==> src/rtl/cardjitsu_pkg.sv <==
// Shared definitions for the Card-Jitsu game and its scripted auto dealer.
// Holds the dealer state encoding, deck sizes and the LFSR-to-card mapping.
package cardjitsu_pkg;

    typedef enum logic [1:0] {
        IDLE  = 2'd0,
        SETUP = 2'd1,
        PRESS = 2'd2,
        GAP   = 2'd3
    } dealer_state_t;

    localparam int         CARD_SLOTS = 6;
    localparam int         DECK_TOTAL = 12;
    localparam logic [3:0] NULL_CARD  = 4'h0;

    // The game reads a zero card as an empty slot, so zero is remapped to one.
    function automatic logic [3:0] card_from_lfsr(input logic [7:0] state);
        logic [3:0] card;
        card = state[3:0];
        if (card == NULL_CARD) begin
            card = 4'h1;
        end
        return card;
    endfunction

endpackage

==> src/rtl/cardjitsu_lfsr8.sv <==
// 8-bit Fibonacci LFSR (taps 8,6,5,4) that shifts left with feedback into bit 0.
// It advances only when i_step is high.
module cardjitsu_lfsr8 (
    input  logic       i_clk,
    input  logic       i_rst,
    input  logic       i_step,
    input  logic [7:0] i_seed,
    output logic [7:0] o_state
);

    logic [7:0] r_state;
    logic       w_feedback;

    assign w_feedback = r_state[7] ^ r_state[5] ^ r_state[4] ^ r_state[3];
    assign o_state    = r_state;

    always_ff @(posedge i_clk) begin
        if (i_rst) begin
            r_state <= i_seed;
        end else if (i_step) begin
            r_state <= {r_state[6:0], w_feedback};
        end
    end

endmodule

==> src/rtl/cardjitsu_auto_dealer.sv <==
// Scripted player for the Card-Jitsu input port: it turns deal and slot-play
// commands into press sequences on sw/btn that the game can sample.
module cardjitsu_auto_dealer
    import cardjitsu_pkg::*;
#(
    parameter int unsigned PRESS_CYCLES = 4,
    parameter int unsigned GAP_CYCLES   = 4,
    parameter logic [7:0]  LFSR_SEED    = 8'hA5
) (
    input  logic       i_clk,
    input  logic       i_rst,
    input  logic       i_start,
    input  logic       i_play_valid,
    input  logic [2:0] i_play_slot,
    output logic       o_play_ready,
    output logic [3:0] o_sw_out,
    output logic       o_btn_out,
    output logic       o_busy,
    output logic       o_done,
    output logic       o_slot_err,
    output logic [3:0] o_deal_idx
);

    localparam int         CNT_MAX = (PRESS_CYCLES > GAP_CYCLES) ? int'(PRESS_CYCLES) : int'(GAP_CYCLES);
    localparam int         CNT_W   = $clog2(CNT_MAX + 1);
    localparam logic [7:0] SEED    = (LFSR_SEED == 8'h00) ? 8'hA5 : LFSR_SEED;

    dealer_state_t    r_state;
    logic             r_deal_mode;
    logic [CNT_W-1:0] r_cnt;
    logic [3:0]       r_sw;
    logic             r_btn;
    logic             r_done;
    logic             r_slot_err;
    logic [3:0]       r_deal_idx;

    logic [7:0]       w_lfsr;
    logic             w_lfsr_step;
    logic             w_slot_ok;

    // The LFSR advances during SETUP, after that card has already been latched.
    assign w_lfsr_step = (r_state == SETUP) && r_deal_mode;
    assign w_slot_ok   = (i_play_slot != 3'd0) && (i_play_slot <= 3'(CARD_SLOTS));

    cardjitsu_lfsr8 u_lfsr (
        .i_clk   (i_clk),
        .i_rst   (i_rst),
        .i_step  (w_lfsr_step),
        .i_seed  (SEED),
        .o_state (w_lfsr)
    );

    assign o_play_ready = (r_state == IDLE) && !i_start && !i_rst;
    assign o_sw_out     = r_sw;
    assign o_btn_out    = r_btn;
    assign o_busy       = (r_state != IDLE);
    assign o_done       = r_done;
    assign o_slot_err   = r_slot_err;
    assign o_deal_idx   = r_deal_idx;

    always_ff @(posedge i_clk) begin
        if (i_rst) begin
            r_state     <= IDLE;
            r_deal_mode <= 1'b0;
            r_cnt       <= '0;
            r_sw        <= 4'h0;
            r_btn       <= 1'b0;
            r_done      <= 1'b0;
            r_slot_err  <= 1'b0;
            r_deal_idx  <= 4'd0;
        end else begin
            r_done     <= 1'b0;
            r_slot_err <= 1'b0;
            case (r_state)
                IDLE: begin
                    if (i_start) begin
                        r_state     <= SETUP;
                        r_deal_mode <= 1'b1;
                        r_deal_idx  <= 4'd0;
                        r_sw        <= card_from_lfsr(w_lfsr);
                    end else if (i_play_valid) begin
                        // Illegal slots are consumed so the host is not stalled forever.
                        if (w_slot_ok) begin
                            r_state     <= SETUP;
                            r_deal_mode <= 1'b0;
                            r_sw        <= {1'b0, i_play_slot};
                        end else begin
                            r_slot_err <= 1'b1;
                        end
                    end
                end
                SETUP: begin
                    r_state <= PRESS;
                    r_btn   <= 1'b1;
                    r_cnt   <= CNT_W'(PRESS_CYCLES - 1);
                end
                PRESS: begin
                    if (r_cnt == '0) begin
                        r_state <= GAP;
                        r_btn   <= 1'b0;
                        r_cnt   <= CNT_W'(GAP_CYCLES - 1);
                        if (r_deal_mode) begin
                            r_deal_idx <= r_deal_idx + 4'd1;
                        end
                    end else begin
                        r_cnt <= r_cnt - CNT_W'(1);
                    end
                end
                GAP: begin
                    if (r_cnt == '0) begin
                        if (r_deal_mode && (r_deal_idx < 4'(DECK_TOTAL))) begin
                            r_state <= SETUP;
                            r_sw    <= card_from_lfsr(w_lfsr);
                        end else begin
                            r_state <= IDLE;
                            r_done  <= 1'b1;
                        end
                    end else begin
                        r_cnt <= r_cnt - CNT_W'(1);
                    end
                end
                default: r_state <= IDLE;
            endcase
        end
    end

endmodule
==> config.mk <==
export PLATFORM = sky130hd
export DESIGN_NAME = cardjitsu_auto_dealer
export DESIGN_NICKNAME = d
export VERILOG_FILES = /design/src/rtl/cardjitsu_pkg.sv /design/src/rtl/cardjitsu_lfsr8.sv /design/src/rtl/cardjitsu_auto_dealer.sv
export SDC_FILE = /design/constraint.sdc
export NUM_CORES = 1
export LEC_CHECK = 0
export CAP_MARGIN = 20
export CELL_PAD_IN_SITES_DETAIL_PLACEMENT = 1
export CELL_PAD_IN_SITES_GLOBAL_PLACEMENT = 2
export CORE_MARGIN = 8
export CORE_UTILIZATION = 33
export DETAILED_ROUTE_END_ITERATION = 10
export DONT_BUFFER_PORTS = 1
export PLACE_DENSITY_LB_ADDON = 0.1
export SLEW_MARGIN = 10
export SYNTH_ARGS = -nofsm -noshare
export SYNTH_HDL_FRONTEND = slang
export SYNTH_SLANG_ARGS = --single-unit
==> constraint.sdc <==
create_clock -name i_clk -period 2.5 [get_ports i_clk]
set_clock_uncertainty 0.15 [all_clocks]
set_input_delay 0.5 -clock i_clk [delete_from_list [all_inputs] [get_ports i_clk]]
set_output_delay 0.5 -clock i_clk [all_outputs]
set_load 0.01 [all_outputs]
==> impl_metrics.json <==
{
  "status": "finished, final reports clean",
  "p_clk_frac": 0.180,
  "cp-startpoint": "r_state[0]$_SDFFE_PP0P_",
  "worst_r2r_startpoint": "r_state[0]$_SDFFE_PP0P_",
  "cp_max_fo": 6,
  "finalHoldViolCount": 0,
  "worst_pin_slew_ps": 481,
  "ys_seq_area_frac": 0.377,
  "min_period_ps": 2310,
  "required_ps": 1850,
  "first_global_vias": 1077,
  "gp_congestion": 0.763,
  "p_sw_frac": 0.403,
  "clock_sinks": 25,
  "synth_edf_count": 0,
  "crit_type": "reg2out",
  "path_cells": "inv_1 > ha_1 > or2b_2 > nor2_2",
  "clock-root-buffer": "clkbuf_8",
  "vdd_drop_max_v": 0.000223,
  "finalSetupTns_ps": 0,
  "arrival_ps": 1660,
  "min_period_over_period": 0.923,
  "worst_setup_path_end_kind": "output pin",
  "critPathMaxStageDelay_ps": 390,
  "netSwitchingPower_uw": 566,
  "synth-main-ff-cell": "dfxtp_1",
  "post_dp_cell_area_sq_um": 1350,
  "async_reset_ff_frac": 0,
  "clk_latency_ps": 280,
  "yosysUniqueCellTypes": 38,
  "seqPwrFrac": 0.399,
  "synth_cells": 149,
  "synth.top_cell.area_share": 0.377,
  "ios": 20,
  "clk_pin_slew_ps": 100,
  "cp-start-kind": "flip-flop",
  "grt_pass1_wl_um": 5350,
  "wirelength_um": 3270,
  "cap_violations": 0,
  "final_area_sq_um": 1400,
  "antenna_cells": 0,
  "nFillCells": 455,
  "cts_resized": 0,
  "start_util": 0.337,
  "crit_cells": 4,
  "dieWidth_um": 79.5,
  "drc": 0,
  "dp.cells": 193,
  "finalNonFillerCells": 197,
  "setup_viol": 0,
  "drive_gt1_frac": 0.109,
  "fmax_mhz": 434,
  "drv_slew": 0,
  "synth_nets": 164,
  "cts_setup_buffers": 0,
  "crit-reg2reg-capture": "r_state[0]$_SDFFE_PP0P_",
  "via_count": 1056,
  "grt_max_degree": 26,
  "die_y_um": 79.5,
  "htreeDepth": 1,
  "rrSetupSlack_ps": 410,
  "cts_hold_buf": 0,
  "area_delta_synth_final_pct": 5.46,
  "crit_family": "simple AND/OR/NAND/NOR gates",
  "syn_area_sq_um": 1330,
  "crit_slowest_cell": "or2b_2",
  "port_buffers": 0,
  "critPathBufInv": 1,
  "cts_max_path_buffers": 2,
  "cts_tree": "done",
  "dieArea_sq_um": 6310,
  "syn_area_per_cell_sq_um": 8.92,
  "powerDensity_nw_per_um2": 1000,
  "dpl.hpwl_um": 2400,
  "pwr-share-comb": 0.420,
  "drt_first_iter_violations": 51,
  "yosysWarnings": 0,
  "ant_nets": 0,
  "antenna_found_initial": 0,
  "grt_usage": 0.108,
  "synth_area_leaders": "dfxtp_1 38%, ha_1 7.5%, a21oi_1 6.0%",
  "total_power_mw": 1.40,
  "post-route-util": 0.355,
  "min_path_type": "in2reg",
  "core_area_sq_um": 3940,
  "rows": 23,
  "ys_ff_latch": 25,
  "synth_top_cell_by_area": "dfxtp_1",
  "min_path_cells": 1,
  "r2r_cells": 6,
  "nets": 163,
  "avgRoutedWirePerCell_um": 16.6,
  "p_int_uw": 838,
  "via_per_inst": 5.36,
  "cts_buffers": 3,
  "grt_setup_unrepaired": "false",
  "grt_overflow_total": 0,
  "relSlewSlack": 0.679,
  "firstDrtPassIters": 3,
  "p_leak_nw": 0.526,
  "endpoint": "o_play_ready"
}
-- layout by cell type, fill, tap and decap left out, drive strengths merged, types with 2 or more instances in the layout --
cell type,netlist,final
a31oi,2,2
nor2b,3,3
mux2i,4,4
xnor2,3,3
ha,8,8
and3,4,4
clkbuf,1,3
a211oi,5,5
dfxtp,25,25
inv,7,7
nor2,10,10
nor3,7,7
nand2,12,12
o21ai,7,7
a21oi,16,16
nand3,6,6
nand2b,3,3
or3,5,5
a211o,4,4
-- layer usage --
metal / share of wire / track usage
met2: 0.47 / 0.174
met3: 0.058 / 0.0349
met4: 0.016 / 0.0444
met5: 0 / 0
met1: 0.46 / 0.128
-- kinds of logic (layout without fill, tap and decap cells) --
family | Yosys count | count (layout) | share of synthesized area
AO/OA/AOI/OAI | 38 | 38 | 0.205
XOR/XNOR | 3 | 3 | 0.0198
adder cells (fa/ha/maj) | 8 | 8 | 0.0753
buffers and inverters | 14 | 12 | 0.0565
flip-flops | 25 | 25 | 0.377
multiplexers | 4 | 4 | 0.0301
AND/OR/NAND/NOR | 57 | 57 | 0.236
-- synthesized netlist by cell type (2+ instances only) --
| cell type | instances |
|---|---|
| a211oi_1 | 5 |
| dfxtp_1 | 25 |
| buf_2 | 3 |
| a21oi_1 | 16 |
| nor3_1 | 7 |
| xnor2_1 | 3 |
| nand3_1 | 6 |
| ha_1 | 8 |
| o21ai_0 | 7 |
| or3_2 | 2 |
| nand2_1 | 12 |
| a31oi_4 | 2 |
| mux2i_1 | 4 |
| nand2b_1 | 3 |
| a211o_1 | 4 |
| inv_1 | 7 |
| or3_1 | 3 |
| nor2_1 | 9 |
| and3_1 | 4 |
-- final cells by class --
| cell class | count | area, sq um | share of cell area |
|---|---|---|---|
| well taps | 50 | 62.6 | 0.0446 |
| clock inverters | 1 | 7.51 | 0.00536 |
| flip-flops and latches | 25 | 500 | 0.357 |
| inverters | 7 | 26.3 | 0.0188 |
| clock buffers | 3 | 41.3 | 0.0295 |
| multi-input cells | 110 | 756 | 0.539 |
| repair buffers | 1 | 7.51 | 0.00536 |
-- power groups by stage --
stage          combinational, mW  sequential, mW  clock [mW]
5_1_grt                    0.666           0.573       0.288
6_report                   0.591           0.561       0.253
4_1_cts                    0.597           0.564       0.272
3_3_place_gp               0.578           0.569           0
3_5_place_dp               0.594           0.574           0
2_1_floorplan              0.479           0.552           0
-- through the flow --
step	worst slack (ps)	hold slack (ps)
4_1_cts	83.4	113
2_1_floorplan	621	279
3_3_place_gp	501	282
3_5_place_dp	408	289
5_1_grt	87.4	113
6_report	194	128
-- sequential cells by signal (all words and copies together), names as in the netlist --
name / cells
o_btn_out: 1
o_deal_idx: 4
o_done: 1
o_slot_err: 1
o_sw_out: 4
r_cnt: 3
r_deal_mode: 1
r_state: 2
u_lfsr.o_state: 8
-- worst register-to-register path, cell delays in order, from the launching register on --
cell      delay, ps
dfxtp_1         340
inv_1           150
ha_1            300
or2b_2          390
a31oi_4         300
nor2_1          130
a211oi_1        250
-- worst min-delay path by stage --
stage,from,endpoint
after floorplan,u_lfsr.o_state[6]$_SDFFE_PP0P_,u_lfsr.o_state[6]$_SDFFE_PP0P_
after global placement,u_lfsr.o_state[6]$_SDFFE_PP0P_,u_lfsr.o_state[6]$_SDFFE_PP0P_
after detailed placement,u_lfsr.o_state[6]$_SDFFE_PP0P_,u_lfsr.o_state[6]$_SDFFE_PP0P_
after CTS,i_rst,u_lfsr.o_state[6]$_SDFFE_PP0P_
after global routing,i_rst,u_lfsr.o_state[1]$_SDFFE_PP0P_
final,i_rst,u_lfsr.o_state[3]$_SDFFE_PP0P_
No activity file was read; power rests on OpenSTA's default activity.
